`src/rtl/mvu_job_agu.sv`:
```
// MVU job controller / address generator: snapshots the hart's job CSRs on start,
// walks a 4-level nested loop emitting W/I/O addresses, then returns an irq pulse.
module mvu_job_agu #(
  parameter int unsigned ADDR_W = 15,
  parameter int unsigned LEN_W  = 16
) (
  input  logic              clk,
  input  logic              rst,
  input  logic              mvu_start,
  input  logic [31:0]       csr_mvu_wbaseaddr,
  input  logic [31:0]       csr_mvu_ibaseaddr,
  input  logic [31:0]       csr_mvu_obaseaddr,
  input  logic [31:0]       csr_mvu_wstride_0,
  input  logic [31:0]       csr_mvu_wstride_1,
  input  logic [31:0]       csr_mvu_wstride_2,
  input  logic [31:0]       csr_mvu_wstride_3,
  input  logic [31:0]       csr_mvu_istride_0,
  input  logic [31:0]       csr_mvu_istride_1,
  input  logic [31:0]       csr_mvu_istride_2,
  input  logic [31:0]       csr_mvu_istride_3,
  input  logic [31:0]       csr_mvu_ostride_0,
  input  logic [31:0]       csr_mvu_ostride_1,
  input  logic [31:0]       csr_mvu_ostride_2,
  input  logic [31:0]       csr_mvu_ostride_3,
  input  logic [31:0]       csr_mvu_wlength_0,
  input  logic [31:0]       csr_mvu_wlength_1,
  input  logic [31:0]       csr_mvu_wlength_2,
  input  logic [31:0]       csr_mvu_wlength_3,
  output logic              agu_valid,
  input  logic              agu_ready,
  output logic [ADDR_W-1:0] agu_waddr,
  output logic [ADDR_W-1:0] agu_iaddr,
  output logic [ADDR_W-1:0] agu_oaddr,
  output logic              agu_last,
  output logic              mvu_irq_o,
  output logic [31:0]       csr_mvu_status
);

  localparam int unsigned NLVL = 4;

  typedef enum logic [1:0] {ST_IDLE, ST_LOAD, ST_RUN, ST_DONE} state_e;
  typedef logic [ADDR_W-1:0] addr_t;
  typedef logic [LEN_W-1:0]  len_t;

  state_e             state_q, state_d;
  addr_t              wbase_q, wbase_d, ibase_q, ibase_d, obase_q, obase_d;
  addr_t [NLVL-1:0]   wstr_q, wstr_d, istr_q, istr_d, ostr_q, ostr_d;
  len_t  [NLVL-1:0]   len_q, len_d, cnt_q, cnt_d;
  addr_t              wacc_q, wacc_d, iacc_q, iacc_d, oacc_q, oacc_d;
  logic               done_q, done_d, err_q, err_d;

  len_t  [NLVL-1:0]   cnt_step;
  addr_t              wacc_step, iacc_step, oacc_step;
  logic               carry;
  logic               at_end;
  logic               unused_csr_hi;

  // Upper CSR bits beyond the address/length widths carry no meaning here.
  assign unused_csr_hi = ^{csr_mvu_wbaseaddr[31:ADDR_W], csr_mvu_ibaseaddr[31:ADDR_W],
                           csr_mvu_obaseaddr[31:ADDR_W],
                           csr_mvu_wstride_0[31:ADDR_W], csr_mvu_wstride_1[31:ADDR_W],
                           csr_mvu_wstride_2[31:ADDR_W], csr_mvu_wstride_3[31:ADDR_W],
                           csr_mvu_istride_0[31:ADDR_W], csr_mvu_istride_1[31:ADDR_W],
                           csr_mvu_istride_2[31:ADDR_W], csr_mvu_istride_3[31:ADDR_W],
                           csr_mvu_ostride_0[31:ADDR_W], csr_mvu_ostride_1[31:ADDR_W],
                           csr_mvu_ostride_2[31:ADDR_W], csr_mvu_ostride_3[31:ADDR_W],
                           csr_mvu_wlength_0[31:LEN_W], csr_mvu_wlength_1[31:LEN_W],
                           csr_mvu_wlength_2[31:LEN_W], csr_mvu_wlength_3[31:LEN_W]};

  // Odometer step: the lowest level not yet at its bound advances, lower ones clear.
  always_comb begin
    cnt_step  = cnt_q;
    wacc_step = wacc_q;
    iacc_step = iacc_q;
    oacc_step = oacc_q;
    carry     = 1'b1;
    at_end    = 1'b1;
    for (int k = 0; k < NLVL; k++) begin
      if (cnt_q[k] != len_q[k]) at_end = 1'b0;
      if (carry) begin
        if (cnt_q[k] < len_q[k]) begin
          cnt_step[k] = cnt_q[k] + LEN_W'(1);
          wacc_step   = wacc_q + wstr_q[k];
          iacc_step   = iacc_q + istr_q[k];
          oacc_step   = oacc_q + ostr_q[k];
          carry       = 1'b0;
        end else begin
          cnt_step[k] = '0;
        end
      end
    end
  end

  // Next-state and job control.
  always_comb begin
    state_d = state_q;
    wbase_d = wbase_q;
    ibase_d = ibase_q;
    obase_d = obase_q;
    wstr_d  = wstr_q;
    istr_d  = istr_q;
    ostr_d  = ostr_q;
    len_d   = len_q;
    cnt_d   = cnt_q;
    wacc_d  = wacc_q;
    iacc_d  = iacc_q;
    oacc_d  = oacc_q;
    done_d  = done_q;
    err_d   = err_q;
    case (state_q)
      ST_IDLE: begin
        if (mvu_start) begin
          wbase_d = ADDR_W'(csr_mvu_wbaseaddr);
          ibase_d = ADDR_W'(csr_mvu_ibaseaddr);
          obase_d = ADDR_W'(csr_mvu_obaseaddr);
          wstr_d  = {ADDR_W'(csr_mvu_wstride_3), ADDR_W'(csr_mvu_wstride_2),
                     ADDR_W'(csr_mvu_wstride_1), ADDR_W'(csr_mvu_wstride_0)};
          istr_d  = {ADDR_W'(csr_mvu_istride_3), ADDR_W'(csr_mvu_istride_2),
                     ADDR_W'(csr_mvu_istride_1), ADDR_W'(csr_mvu_istride_0)};
          ostr_d  = {ADDR_W'(csr_mvu_ostride_3), ADDR_W'(csr_mvu_ostride_2),
                     ADDR_W'(csr_mvu_ostride_1), ADDR_W'(csr_mvu_ostride_0)};
          len_d   = {LEN_W'(csr_mvu_wlength_3), LEN_W'(csr_mvu_wlength_2),
                     LEN_W'(csr_mvu_wlength_1), LEN_W'(csr_mvu_wlength_0)};
          done_d  = 1'b0;
          err_d   = 1'b0;
          state_d = ST_LOAD;
        end
      end
      ST_LOAD: begin
        cnt_d   = '0;
        wacc_d  = wbase_q;
        iacc_d  = ibase_q;
        oacc_d  = obase_q;
        state_d = ST_RUN;
      end
      ST_RUN: begin
        if (agu_ready) begin
          if (at_end) begin
            state_d = ST_DONE;
          end else begin
            cnt_d  = cnt_step;
            wacc_d = wacc_step;
            iacc_d = iacc_step;
            oacc_d = oacc_step;
          end
        end
      end
      ST_DONE: begin
        done_d  = 1'b1;
        state_d = ST_IDLE;
      end
      default: state_d = ST_IDLE;
    endcase
    if (mvu_start && (state_q != ST_IDLE)) err_d = 1'b1;
  end

  always_ff @(posedge clk) begin
    if (rst) begin
      state_q <= ST_IDLE;
      wbase_q <= '0;
      ibase_q <= '0;
      obase_q <= '0;
      wstr_q  <= '0;
      istr_q  <= '0;
      ostr_q  <= '0;
      len_q   <= '0;
      cnt_q   <= '0;
      wacc_q  <= '0;
      iacc_q  <= '0;
      oacc_q  <= '0;
      done_q  <= 1'b0;
      err_q   <= 1'b0;
    end else begin
      state_q <= state_d;
      wbase_q <= wbase_d;
      ibase_q <= ibase_d;
      obase_q <= obase_d;
      wstr_q  <= wstr_d;
      istr_q  <= istr_d;
      ostr_q  <= ostr_d;
      len_q   <= len_d;
      cnt_q   <= cnt_d;
      wacc_q  <= wacc_d;
      iacc_q  <= iacc_d;
      oacc_q  <= oacc_d;
      done_q  <= done_d;
      err_q   <= err_d;
    end
  end

  assign agu_valid      = (state_q == ST_RUN);
  assign agu_last       = agu_valid & at_end;
  assign agu_waddr      = wacc_q;
  assign agu_iaddr      = iacc_q;
  assign agu_oaddr      = oacc_q;
  assign mvu_irq_o      = (state_q == ST_DONE);
  assign csr_mvu_status = {29'd0, err_q, done_q, (state_q != ST_IDLE)};

endmodule

```
`config.mk`:
```
export PLATFORM = sky130hd
export DESIGN_NAME = mvu_job_agu
export DESIGN_NICKNAME = d
export VERILOG_FILES = /design/src/rtl/mvu_job_agu.sv
export SDC_FILE = /design/constraint.sdc
export NUM_CORES = 1
export LEC_CHECK = 0
export CORE_AREA = 2 2 273 275
export CTS_CLUSTER_DIAMETER = 40
export DETAILED_ROUTE_END_ITERATION = 6
export DIE_AREA = 0 0 275 277
export GPL_TIMING_DRIVEN = 0
export PLACE_DENSITY = 0.68
export SETUP_SLACK_MARGIN = 0.15
export SLEW_MARGIN = 15
export SYNTH_ARGS = -nofsm -noshare
export SYNTH_HDL_FRONTEND = slang
export SYNTH_SLANG_ARGS = --single-unit
```
`constraint.sdc`:
```
create_clock -name clk -period 3.98 [get_ports clk]
set_input_delay 1.194 -clock clk [delete_from_list [all_inputs] [get_ports clk]]
set_output_delay 1.194 -clock clk [all_outputs]
set_load 0.02 [all_outputs]
```
==> results.json, run 1 <==
{
  "status": "finished, final reports clean",
  "final_antenna_net_count": 0,
  "synth_top_family_by_area": "compound AO/OA/AOI/OAI gates",
  "netlist_area_um2": 25500,
  "critPathCapture": "agu_iaddr[3]$_SDFFE_PP0P_",
  "finalClockSkew_ps": 32.3,
  "track_usage_pct": 26.2,
  "synth_edf_count": 0,
  "tns_ps": 0,
  "r2r_setup_slack_ps": 50,
  "firstDrtPassIters": 6,
  "grt_pass1_wl_um": 151000,
  "final-setup-viol-count": 0,
  "r2r_cells": 12,
  "path_buf_inv": 4,
  "drive_gt1_share_pct": 7.10,
  "hold_viol_final": 0,
  "powerDensity_nw_per_um2": 651,
  "synth.avg_cell_area_um2": 7.60,
  "synth_cell_type_count": 86,
  "clkLatencyLatePin_ps": 640,
  "cts_tree": "built",
  "rows": 100,
  "grt_overflow": 0,
  "path_max_fanout": 10,
  "report.final.slew_viol_count": 0,
  "htreeDepth": 3,
  "dieArea_um2": 76200,
  "nets": 4665,
  "synth.top_cell.area_share_pct": 31.6,
  "critPathLaunchType": "register",
  "vias": 26800,
  "rsz0062_at_grt": "true",
  "period_share_pct": 98.8,
  "cp.depth": 12,
  "crit_slowest_cell": "clkbuf_1",
  "cp.required_ps": 4440,
  "cp_top_family": "compound AO/OA/AOI/OAI gates",
  "crit_start": "len_q[57]$_SDFFE_PP0P_",
  "wl_per_cell_um": 21.4,
  "synthAdderAreaFrac_pct": 12.7,
  "peakVddDrop_uv": 368,
  "final_cells": 4831,
  "core_area_um2": 73600,
  "cp_slowest_stage_delay_ps": 540,
  "antenna_found_initial": 2,
  "finalPower_uw": 21500,
  "setup_slack_ps": 46.1,
  "r2r_start": "len_q[57]$_SDFFE_PP0P_",
  "cts_buffers": 74,
  "yosysWarningCount": 0,
  "io_pins": 692,
  "yosysSeqAreaShare_pct": 31.6,
  "worst_slew_pin_slew_ps": 1220,
  "viasPerCell": 5.54,
  "holdBufCountCts": 0,
  "place_congestion": 0.982,
  "drt_iter0_markers": 3023,
  "drv_cap": 0,
  "arrival_ps": 4400,
  "fin_util_pct": 45.0,
  "synth_compound_area_share_pct": 22.9,
  "syn_to_final_growth_pct": 30.0,
  "cts_num_sinks": 402,
  "dp_slack_ps": -286,
  "portBuffers": 343,
  "synthArstFlopShare_pct": 0,
  "fmax_mhz": 254,
  "place_inst": 4689,
  "synth_top_area_cell": "dfxtp_1",
  "hpwlAfterDp_um": 79000,
  "synth_mux_area_share_pct": 0.241,
  "drc": 0,
  "clock_tree.buffer_depth": 3,
  "dieWidth_um": 275,
  "r2r_end": "agu_iaddr[3]$_SDFFE_PP0P_",
  "die_height_um": 277,
  "final.fill_count": 7432,
  "ys_ff_latch": 402,
  "period_minus_slack_ps": 3930,
  "crit_chain": "inv_1 > ha_1 > a211oi_1 > o21ai_0 > a211oi_1 > and3_1 > clkbuf_1 > o2111ai_2 > clkbuf_2 > buf_2 > o22ai_1 > o22ai_1",
  "synth_simple_gate_area_share_pct": 20.7,
  "start_util_pct": 34.6,
  "worstSetupPathType": "register to register",
  "grt_max_degree": 13,
  "drt-total-wl_um": 104000,
  "grt_pass1_vias": 25000,
  "relSlewSlack_pct": 18.6,
  "cts.clk_slew.worst_paths_ps": 50,
  "synth_area_leaders": "dfxtp_1 32%, ha_1 12%, nand2_1 11%",
  "crit_path_end_kind": "register",
  "hp-class": "register to register",
  "synthXorXnorAreaFrac_pct": 6.40,
  "synth_ff_type": "dfxtp_1",
  "cts_root_buf": "clkbuf_16",
  "leakage_uw": 0.0131,
  "synth_cells": 3349
}
cells in the final DEF, fill, tap and decap left out, types with 12 or more instances in the layout:
cell type,netlist,routed
o211ai_1,28,28
nand2_1,727,727
nand4_1,35,35
xnor2_1,108,108
clkbuf_1,133,128
buf_4,33,39
clkbuf_16,0,75
a21o_1,36,36
a21oi_1,471,471
a31oi_1,18,18
o21bai_1,19,19
or3_1,34,34
dfxtp_2,0,19
conb_1,1,29
clkdlybuf4s50_1,0,342
ha_4,0,12
o221ai_1,20,20
o22ai_1,19,19
dfxtp_1,402,382
buf_1,14,12
fa_1,12,12
xor2_1,78,78
nand2b_1,12,12
o21a_1,30,30
inv_1,126,121
ha_1,240,228
o21ai_0,128,127
buf_2,15,14
nor2b_1,26,26
and3_1,27,27
nand3_1,71,69
nor3_1,70,67
nor2_1,185,184
inv_6,0,12
a211oi_1,49,48
worst min-delay path, stage by stage (launching register included):
cell and delay, ps:
dfxtp_1 300, nand2_1 50, a21oi_1 50
synth_stat cells, types with 27 or more instances:
cell type,number
buf_4,33
clkbuf_1,133
or3_1,34
o21a_1,30
a211oi_1,49
and3_1,27
nand3_1,71
nand2_1,727
inv_1,126
a21oi_1,471
xor2_1,78
nand4_1,35
a21o_1,36
nor3_1,70
xnor2_1,108
o211ai_1,28
ha_1,240
o21ai_0,128
dfxtp_1,402
nor2_1,185
timing repair:
item / CTS / global route
buffers inserted: 0 / 6
gates resized for setup: 15 / 71
pin swaps: 1 / 10
endpoints found under the setup margin: 23 / 58
per-stage QoR:
stage / area (um2) / hold slack [ps]
after CTS: 32800 / 449
after floorplan: 25600 / 432
after detailed placement: 30200 / 442
after global routing: 33100 / 467
after global placement: 30200 / 439
final: 33100 / 451
kinds of logic after synthesis:
family                     Yosys count
AOI/OAI and AO/OA                  951
and+or+nand+nor                   1227
xor gates and xnor gates           186
adders and majority gates          252
muxes                                6
other                                1
buffers and inverters              324
DFF                                402
sequential cells by signal, indices dropped and copies added (netlist names):
signal	cells
agu_waddr	15
agu_iaddr	15
done_q	1
len_q	64
agu_oaddr	15
ibase_q	15
wstr_q	60
cnt_q	64
state_q	2
obase_q	15
ostr_q	60
istr_q	60
err_q	1
wbase_q	15
routing by layer:
layer / vias up / routed length [um] / part of all wire [%] / GRT usage [%]
li1: 12600 / - / - / -
met1: 12300 / 41300 / 40 / 33.1
met2: 1466 / 44300 / 43 / 40.3
met3: 356 / 12000 / 12 / 7.54
met4: 4 / 5940 / 5.7 / 13.3
met5: - / 77 / 0.074 / 0
cell type report:
class / instances / area, um2 / share of cell area [%]
Tap cell: 969 / 1210 / 3.66
Multi-Input combinational cell: 2651 / 16400 / 49.4
Buffer: 195 / 902 / 2.73
Timing Repair Buffer: 349 / 3480 / 10.5
Antenna cell: 2 / 5.00 / 0.0151
Clock buffer: 85 / 1950 / 5.91
Clock inverter: 50 / 619 / 1.87
Inverter: 128 / 482 / 1.46
Sequential cell: 402 / 8080 / 24.4
worst min-delay path by stage:
stage / slack, ps / from / end / cells past startpoint
after floorplan: 430 / wbase_q[12]$_SDFFE_PP0P_ / wbase_q[12]$_SDFFE_PP0P_ / 2
after global placement: 440 / wbase_q[2]$_SDFFE_PP0P_ / wbase_q[2]$_SDFFE_PP0P_ / 2
after detailed placement: 440 / obase_q[9]$_SDFFE_PP0P_ / obase_q[9]$_SDFFE_PP0P_ / 2
after CTS: 450 / obase_q[9]$_SDFFE_PP0P_ / obase_q[9]$_SDFFE_PP0P_ / 2
after global routing: 470 / obase_q[6]$_SDFFE_PP0P_ / obase_q[6]$_SDFFE_PP0P_ / 2
final: 450 / wbase_q[2]$_SDFFE_PP0P_ / wbase_q[2]$_SDFFE_PP0P_ / 2
power by group:
group          internal (uW)  total [uW]  switching, uW
Sequential              4760        5700            941
Combinational           3190        9250           6050
Clock                   4140        6580           2450
Power figures use the tool's default switching activity.
==> inputs of run 2 (changes only) <==
--- a/config.mk
+++ b/config.mk
@@ -10,6 +10,8 @@
 export DETAILED_ROUTE_END_ITERATION = 6
 export DIE_AREA = 0 0 275 277
 export GPL_TIMING_DRIVEN = 0
+export HOLD_SLACK_MARGIN = 0.03
+export MAX_ROUTING_LAYER = met4
 export PLACE_DENSITY = 0.68
 export SETUP_SLACK_MARGIN = 0.15
 export SLEW_MARGIN = 15
==> results.json, run 2 (synthesis results as in run 1) <==
{
  "status": "finished with violations",
  "violations": "design-rule violations",
  "crit_slowest_cell": "or4_4",
  "viasPerCell": 5.51,
  "syn_to_final_growth_pct": 29.6,
  "cts_num_sinks": 402,
  "cp.required_ps": 2790,
  "p_sw_share_pct": 42.9,
  "grt_pass1_vias": 25100,
  "hold_viol_final": 0,
  "crit_chain": "inv_1 > ha_1 > nand3_1 > or4_4 > nor3_2 > nand4_1 > nor3_4 > buf_6",
  "dp_slack_ps": -232,
  "relSlewSlack_pct": 25.9,
  "powerDensity_nw_per_um2": 658,
  "cts_root_buf": "clkbuf_16",
  "clockPowerShare_pct": 31.2,
  "cts.clk_slew.worst_paths_ps": 60,
  "intPower_uw": 12400,
  "nets": 4661,
  "drt-total-wl_um": 104000,
  "peakVddDrop_uv": 346,
  "holdBufCountCts": 0,
  "final-setup-viol-count": 0,
  "cts_buffers": 72,
  "drt_iter0_markers": 2747,
  "power.switching_uw": 9320,
  "fin_util_pct": 44.8,
  "largestRegisters": "cnt_q x64, len_q x64",
  "io_pins": 692,
  "hpwlAfterDp_um": 79000,
  "leakage_uw": 0.0132,
  "final_common_cell": "nand2_1",
  "setup_slack_ps": 141,
  "tns_ps": 0,
  "fmax_mhz": 260,
  "finalClockSkew_ps": 47.2,
  "htreeDepth": 3,
  "critPathLaunchType": "register",
  "start_util_pct": 34.6,
  "rows": 100,
  "period_share_pct": 96.5,
  "antenna_found_initial": 1,
  "rsz0062_at_grt": "true",
  "drv_cap": 0,
  "worstSetupPathType": "register to output pin",
  "wl_per_cell_um": 21.5,
  "dieArea_um2": 76200,
  "firstDrtPassIters": 7,
  "arrival_ps": 2650,
  "portBuffers": 343,
  "final_antenna_net_count": 0,
  "drive_gt1_share_pct": 6.12,
  "drc": 2,
  "period_minus_slack_ps": 3840,
  "vias": 26600,
  "clkLatencyLatePin_ps": 640,
  "seq_power_share_pct": 26.3,
  "final_cell_mix": "727 x nand2_1, 471 x a21oi_1, 398 x dfxtp_1",
  "crit_path_end_kind": "output pin",
  "report.final.slew_viol_count": 0,
  "final.fill_count": 7315,
  "cp_slowest_stage_delay_ps": 530,
  "grt_max_degree": 13,
  "pwr-share-comb_pct": 42.5,
  "clock_tree.buffer_depth": 3,
  "cts_tree": "built",
  "core_area_um2": 73600,
  "dieWidth_um": 275,
  "place_congestion": 0.985,
  "die_height_um": 277,
  "hp-class": "register to register",
  "grt_overflow": 0,
  "track_usage_pct": 27.1,
  "worst_slew_pin_slew_ps": 1110,
  "grt_pass1_wl_um": 152000,
  "path_max_fanout": 3
}
-- run 2: power groups by stage --
stage / sequential (uW) / combinational, uW / clock (uW)
3_3_place_gp: 5720 / 8750 / 0
3_5_place_dp: 5730 / 8790 / 0
2_1_floorplan: 5450 / 5520 / 0
4_1_cts: 5660 / 8880 / 6800
6_report: 5700 / 9230 / 6780
5_1_grt: 5740 / 9870 / 6990
-- run 2: final cells by class --
class / count / area (um2) / area share [%]
Inverter: 128 / 482 / 1.46
Clock buffer: 89 / 2000 / 6.06
Clock inverter: 42 / 644 / 1.95
Timing Repair Buffer: 347 / 3470 / 10.5
Multi-Input combinational cell: 2651 / 16200 / 49.2
Tap cell: 969 / 1210 / 3.67
Buffer: 195 / 901 / 2.73
Sequential cell: 402 / 8050 / 24.4
Antenna cell: 1 / 2.50 / 0.00758
-- run 2: final timing paths --
| check | endpoint | startpoint | slack (ps) | cells past startpoint |
|---|---|---|---|---|
| min reg2reg | obase_q[9]$_SDFFE_PP0P_ | obase_q[9]$_SDFFE_PP0P_ | 450 | 2 |
| min | obase_q[9]$_SDFFE_PP0P_ | obase_q[9]$_SDFFE_PP0P_ | 450 | 2 |
| max | agu_last | len_q[5]$_SDFFE_PP0P_ | 140 | 8 |
| max reg2reg | agu_oaddr[2]$_SDFFE_PP0P_ | state_q[0]$_SDFFE_PP0P_ | 190 | 11 |
-- run 2: metrics by stage --
stage / instances / hold slack (ps) / cell area [um2] / total power, uW
final: 4824 / 453 / 33000 / 21700
after global routing: 4824 / 466 / 33000 / 22600
after CTS: 4820 / 453 / 32900 / 21300
after floorplan: 3377 / 432 / 25600 / 11000
after detailed placement: 4689 / 446 / 30200 / 14500
after global placement: 4689 / 440 / 30200 / 14500
-- run 2: worst max-delay path, delay by kind of cell, from the launching register on --
kind	cells	cell delay (ps)
AND/OR/NAND/NOR	5	1190
flip-flops	1	340
adder cells (fa/ha/maj)	1	310
buffers and inverters	2	220
-- run 2: routing by layer --
layer	part of all wire, %	global-route usage, %	vias up
li1	-	-	12600
met1	41	33.8	12300
met2	43	40.9	1341
met3	11	7.01	355
met4	5.4	12.4	0
met5	0	-	-
-- run 2: what timing repair did --
| action | 4_1_cts | 5_1_grt |
|---|---|---|
| endpoints found under the setup margin | 28 | 48 |
| buffers inserted | 0 | 3 |
| pin swaps | 3 | 2 |
| gates resized for setup | 24 | 27 |
